`src/rtl/div_pkg.sv`:
```
// Shared definitions for the non-restoring sequential divider: FSM encoding,
// default operand width and iteration-counter sizing.
package div_pkg;

    typedef enum logic [1:0] {
        IDLE = 2'd0,
        RUN  = 2'd1,
        FIX  = 2'd2
    } state_t;

    localparam int DEF_WIDTH = 4;
    localparam int DEF_CNT_W = $clog2(DEF_WIDTH + 1);

    function automatic int cnt_width(input int w);
        return $clog2(w + 1);
    endfunction

endpackage

```
`src/rtl/addsub_nbit.sv`:
```
// Combinational N-bit adder/subtractor: sub=1 inverts b and injects a carry-in,
// giving a - b in two's complement; the carry out of the MSB is dropped.
module addsub_nbit #(
    parameter int N = 5
) (
    input  logic [N-1:0] a,
    input  logic [N-1:0] b,
    input  logic         sub,
    output logic [N-1:0] sum
);

    logic [N-1:0] b_eff;
    logic [N-1:0] cin;

    assign b_eff = b ^ {N{sub}};
    assign cin   = {{(N-1){1'b0}}, sub};
    assign sum   = a + b_eff + cin;

endmodule

```
`src/rtl/seq_divider_nr.sv`:
```
// Sequential unsigned non-restoring divider: one add-or-subtract of the divisor
// per clock, a final remainder correction step, and a start/done handshake.
module seq_divider_nr
    import div_pkg::*;
#(
    parameter int WIDTH = DEF_WIDTH
) (
    input  logic             clk,
    input  logic             rst,
    input  logic             start,
    input  logic [WIDTH-1:0] dividend,
    input  logic [WIDTH-1:0] divisor,
    output logic             ready,
    output logic             done,
    output logic [WIDTH-1:0] quotient,
    output logic [WIDTH-1:0] remainder,
    output logic             div_by_zero
);

    localparam int                CNT_W     = cnt_width(WIDTH);
    localparam logic [CNT_W-1:0]  LAST_ITER = CNT_W'(WIDTH - 1);

    state_t                  state;
    logic signed [WIDTH:0]   r_acc;
    logic [WIDTH-1:0]        q_reg;
    logic [WIDTH-1:0]        d_reg;
    logic [CNT_W-1:0]        count;
    logic                    zero_flag;

    logic [WIDTH:0]          r_shift;
    logic [WIDTH:0]          as_a;
    logic [WIDTH:0]          as_b;
    logic [WIDTH:0]          as_sum;
    logic                    as_sub;

    // RUN feeds the shifted partial remainder; FIX re-adds D to a negative R.
    assign r_shift = {r_acc[WIDTH-1:0], q_reg[WIDTH-1]};
    assign as_b    = {1'b0, d_reg};

    always_comb begin
        as_a   = r_acc;
        as_sub = 1'b0;
        if (state == RUN) begin
            as_a   = r_shift;
            as_sub = ~r_acc[WIDTH];
        end
    end

    addsub_nbit #(
        .N(WIDTH + 1)
    ) u_addsub (
        .a   (as_a),
        .b   (as_b),
        .sub (as_sub),
        .sum (as_sum)
    );

    always_ff @(posedge clk) begin
        if (rst) begin
            state       <= IDLE;
            ready       <= 1'b1;
            done        <= 1'b0;
            quotient    <= '0;
            remainder   <= '0;
            div_by_zero <= 1'b0;
            r_acc       <= '0;
            q_reg       <= '0;
            d_reg       <= '0;
            count       <= '0;
            zero_flag   <= 1'b0;
        end else begin
            done <= 1'b0;
            case (state)
                IDLE: begin
                    if (start) begin
                        d_reg     <= divisor;
                        q_reg     <= dividend;
                        r_acc     <= '0;
                        count     <= '0;
                        zero_flag <= (divisor == '0);
                        ready     <= 1'b0;
                        state     <= (divisor == '0) ? FIX : RUN;
                    end
                end
                RUN: begin
                    r_acc <= $signed(as_sum);
                    q_reg <= {q_reg[WIDTH-2:0], ~as_sum[WIDTH]};
                    count <= count + 1'b1;
                    if (count == LAST_ITER) begin
                        state <= FIX;
                    end
                end
                FIX: begin
                    state <= IDLE;
                    ready <= 1'b1;
                    done  <= 1'b1;
                    if (r_acc[WIDTH]) begin
                        r_acc <= $signed(as_sum);
                    end
                    // Zero divisor skips RUN, so q_reg still holds the dividend.
                    if (zero_flag) begin
                        quotient    <= '1;
                        remainder   <= q_reg;
                        div_by_zero <= 1'b1;
                    end else begin
                        quotient    <= q_reg;
                        remainder   <= r_acc[WIDTH] ? as_sum[WIDTH-1:0] : r_acc[WIDTH-1:0];
                        div_by_zero <= 1'b0;
                    end
                end
                default: begin
                    state <= IDLE;
                    ready <= 1'b1;
                end
            endcase
        end
    end

endmodule
```
`config.mk`:
```
export PLATFORM = sky130hd
export DESIGN_NAME = seq_divider_nr
export DESIGN_NICKNAME = d
export VERILOG_FILES = /design/src/rtl/div_pkg.sv /design/src/rtl/addsub_nbit.sv /design/src/rtl/seq_divider_nr.sv
export SDC_FILE = /design/constraint.sdc
export NUM_CORES = 1
export LEC_CHECK = 0
export CAP_MARGIN = 20
export CORE_MARGIN = 2
export CORE_UTILIZATION = 35
export CTS_CLUSTER_SIZE = 8
export DETAILED_ROUTE_END_ITERATION = 7
export SYNTH_ARGS = -nofsm -noshare
export SYNTH_HDL_FRONTEND = slang
export SYNTH_SLANG_ARGS = --single-unit
```
`constraint.sdc`:
```
create_clock -name clk -period 3.35 [get_ports clk]
set_input_delay 0.67 -clock clk [delete_from_list [all_inputs] [get_ports clk]]
set_output_delay 0.67 -clock clk [all_outputs]
set_load 0.02 [all_outputs]
```
==> impl_results.md <==
* Outcome: finished, final reports clean
* Largest net degree at the start of global routing at 18
* Arrival @ worst endpoint at 2.72 ns
* Async SR Flop Fraction at 0
* Crit-path cells: inv_1, ha_1, nand2_1, xnor2_1, inv_1, fa_1, xnor2_1, mux2i_1, o21ai_0, mux2i_1, nor2_1
* Average wire per standard cell at between 10 and 15 um
* Slowest stage delay, CP at ~0.42 ns
* Dpl hpwl at roughly 2500 um
* Std-Cell Rows at 24
* Post-synthesis sequential area ratio at 0.376
* Layout area overhead at 21.2%
* Core region area at 0.00438 mm2
* Critical Path Source: state[1]$_SDFFE_PP0P_
* Initial Util at 0.364
* Pwr Total at roughly 1000 uW
* Fmax at a little under 0.4 GHz
* GRT Util Overall at 0.145
* Worst Setup Path Type: flip-flop to flip-flop
* H-tree depth at 2
* Layout cells sized above 1 at 0.0714
* RSZ-0062 raised after global routing: false
* Max-slew violation count at 0
* DR DRC count at 0
* Synth Instances at 190
* Clock sinks at 30
* Final wirelength at 3430 um
* R2R depth at 11
* Fin crit share at 0.750
* Clk_skew at 0.00542 ns
* Vias/cell at 5.29
* Period minus WS final at 2.51 ns
* RePlAce Congestion at 0.794
* Longest Clk Path Bufs at 2
* Avg Inst Size Synth at approximately 8.4 um2
* CP endpoint kind: flip-flop
* Max FFs per register at 5
* Synth unique cells at 39
* CTS tree: yes
* Worst VDD drop at 258 uV
* Setup_tns at 0 ns
* Max-cap violations at 0
* Die Wd at between 70 and 80 um
* R2R Setup Slk at 0.84 ns
* Ys flop type: dfxtp_1
* Pwr Density at 511 mW/mm2
* Number of flops mapped to enable cells by yosys at 0
* First-pass GRT wire length at between 5000 and 6000 um
* Hold Path Class: flip-flop to flip-flop
* IO buf count at 21
* Total CTS buffers at 5
* Number of nets with antenna violations after routing at 0
* Leak at 0.744 nW
* R2r endpoint: remainder[2]$_SDFFE_PP0P_
* Post-CTS setup buffers at 0
* Yosys warnings at 0
* Cell Area, Synth at 0.00160 mm2
* CP endpoint: remainder[2]$_SDFFE_PP0P_
* Resized cells post-CTS at 0
* Nets at 230
* Post-Syn Nets at 211
* Final worst slack at 0.837 ns
* Flop and latch count out of synthesis at 30
* DP Worst Slack at slightly above 0.8 ns
* Crit Reg-Reg Startpoint: state[1]$_SDFFE_PP0P_
* Die Ht at 71.6 um
* Worst Tran Pin Value at 0.598 ns
* Critical Path Start Type: flip-flop
* CTS hold repair buffers at 0
* Congestion Overflow GR at 0
* Via Count at roughly 1,400
* Antenna violations before repair at 0
* Rel. slew slack at 0.600
* Clock Latency Late Sink at 0.27 ns
* Hold Fails Final Rpt at 0
* Clock transition at path regs at 0.07 ns
* Clock root cell: clkbuf_8
* Fin Hold WS at approximately 0.47 ns
* # IOs at 22
* Crit Path Max Fanout at 8
* Router iterations before antenna repair at 4
* Vias in the first global route at 1,248
* CP required at 3.56 ns
* Slowest CP cell: fa_1
* Initial DRC count at 67
* Final Setup Violations at 0
* Die area at 0.00512 mm2
* Number of inserted diodes at 0
* Top reg by flops: r_acc
## final cells by class
cell class,instances,area (um2)
flip-flops and latches,30,601
inverters,10,37.5
clock buffers,6,82.6
fillers,452,2450
clock inverters,2,12.5
well taps,52,65.1
multi-input cells,139,913
repair buffers,23,225
## metal layers
metal | GRT usage | vias to the layer above | part of all wire
met4 | 0.0314 | 0 | 0.0041
met3 | 0.0436 | 2 | 0.035
li1 | - | 706 | -
met1 | 0.199 | 653 | 0.50
met5 | 0 | - | 0
met2 | 0.225 | 25 | 0.46
## metrics by stage
step	util	instances	instance area [um2]
final	0.442	262	1940
after floorplan	-	190	1600
after global routing	0.442	262	1940
after detailed placement	0.420	254	1840
after global placement	0.420	254	1840
after CTS	0.442	262	1940
## cells by family (layout without fill, tap and decap cells)
| family | Yosys count | count (layout) | synth area share |
|---|---|---|---|
| XOR/XNOR | 8 | 8 | 0.0439 |
| AND/OR/NAND/NOR | 61 | 61 | 0.171 |
| adder cells (fa/ha/maj) | 10 | 10 | 0.0830 |
| buffers and inverters | 21 | 41 | 0.0525 |
| multiplexers | 11 | 11 | 0.0744 |
| flip-flops | 30 | 30 | 0.376 |
| AO/OA/AOI/OAI | 49 | 49 | 0.200 |
## worst min path at each step
stage	from	slack (ns)	endpoint	cells after the start
2_1_floorplan	d_reg[1]$_SDFFE_PP0P_	0.45	d_reg[1]$_SDFFE_PP0P_	2
3_3_place_gp	d_reg[3]$_SDFFE_PP0P_	0.46	d_reg[3]$_SDFFE_PP0P_	2
3_5_place_dp	d_reg[3]$_SDFFE_PP0P_	0.46	d_reg[3]$_SDFFE_PP0P_	2
4_1_cts	d_reg[3]$_SDFFE_PP0P_	0.47	d_reg[3]$_SDFFE_PP0P_	2
5_1_grt	d_reg[1]$_SDFFE_PP0P_	0.50	d_reg[1]$_SDFFE_PP0P_	2
6_report	d_reg[3]$_SDFFE_PP0P_	0.47	d_reg[3]$_SDFFE_PP0P_	2
## synthesized netlist by cell type (2+ instances only)
cell type	count	area (um2)
nand2b_1	3	18.8
nand3_1	6	30.0
nor3_1	3	15.0
o211ai_1	2	15.0
a22oi_1	3	22.5
xnor2_1	7	61.3
o21ai_0	8	40.0
nand2_1	16	60.1
mux2i_1	7	70.1
a21oi_1	15	75.1
nor2b_1	2	12.5
a32oi_1	2	17.5
dfxtp_1	30	601
clkbuf_1	7	26.3
nor2_1	25	93.8
mux2_2	3	33.8
o22ai_1	4	25.0
buf_2	4	20.0
inv_1	9	33.8
a211oi_1	6	45.0
ha_1	9	113
a21o_1	2	15.0
## worst max-delay path, delay by kind of cell (launching register included)
family	cells	cell delay, ns
multiplexers	2	0.22
buffers and inverters	2	0.19
XOR/XNOR	2	0.47
adder cells (fa/ha/maj)	2	0.78
AO/OA/AOI/OAI	1	0.19
flip-flops	1	0.33
AND/OR/NAND/NOR	2	0.28
## placed cells by master (no fill, tap or decap), types with 2 or more instances in the layout
cell and count:
clkdlybuf4s50_1 21, o21ai_0 8, mux2i_1 7, a22oi_1 3
nor2b_1 2, o22ai_1 4, a32oi_1 2, clkbuf_8 6
dfxtp_1 30, xnor2_1 7, a21oi_1 15, nor2_1 25
nand2b_1 3, mux2_2 3, a211oi_1 6, ha_1 9
inv_1 9, nand2_1 16, nor3_1 3, nand3_1 6
a21o_1 2, o211ai_1 2, buf_4 2
## power breakdown
group / internal, mW / total (mW) / switching [mW] / leakage [nW]
Combinational: 0.118 / 0.266 / 0.148 / 0.452
Clock: 0.165 / 0.302 / 0.138 / 0.0472
Sequential: 0.391 / 0.422 / 0.0308 / 0.245
Note: power is estimated with default switching activity, not from simulation.
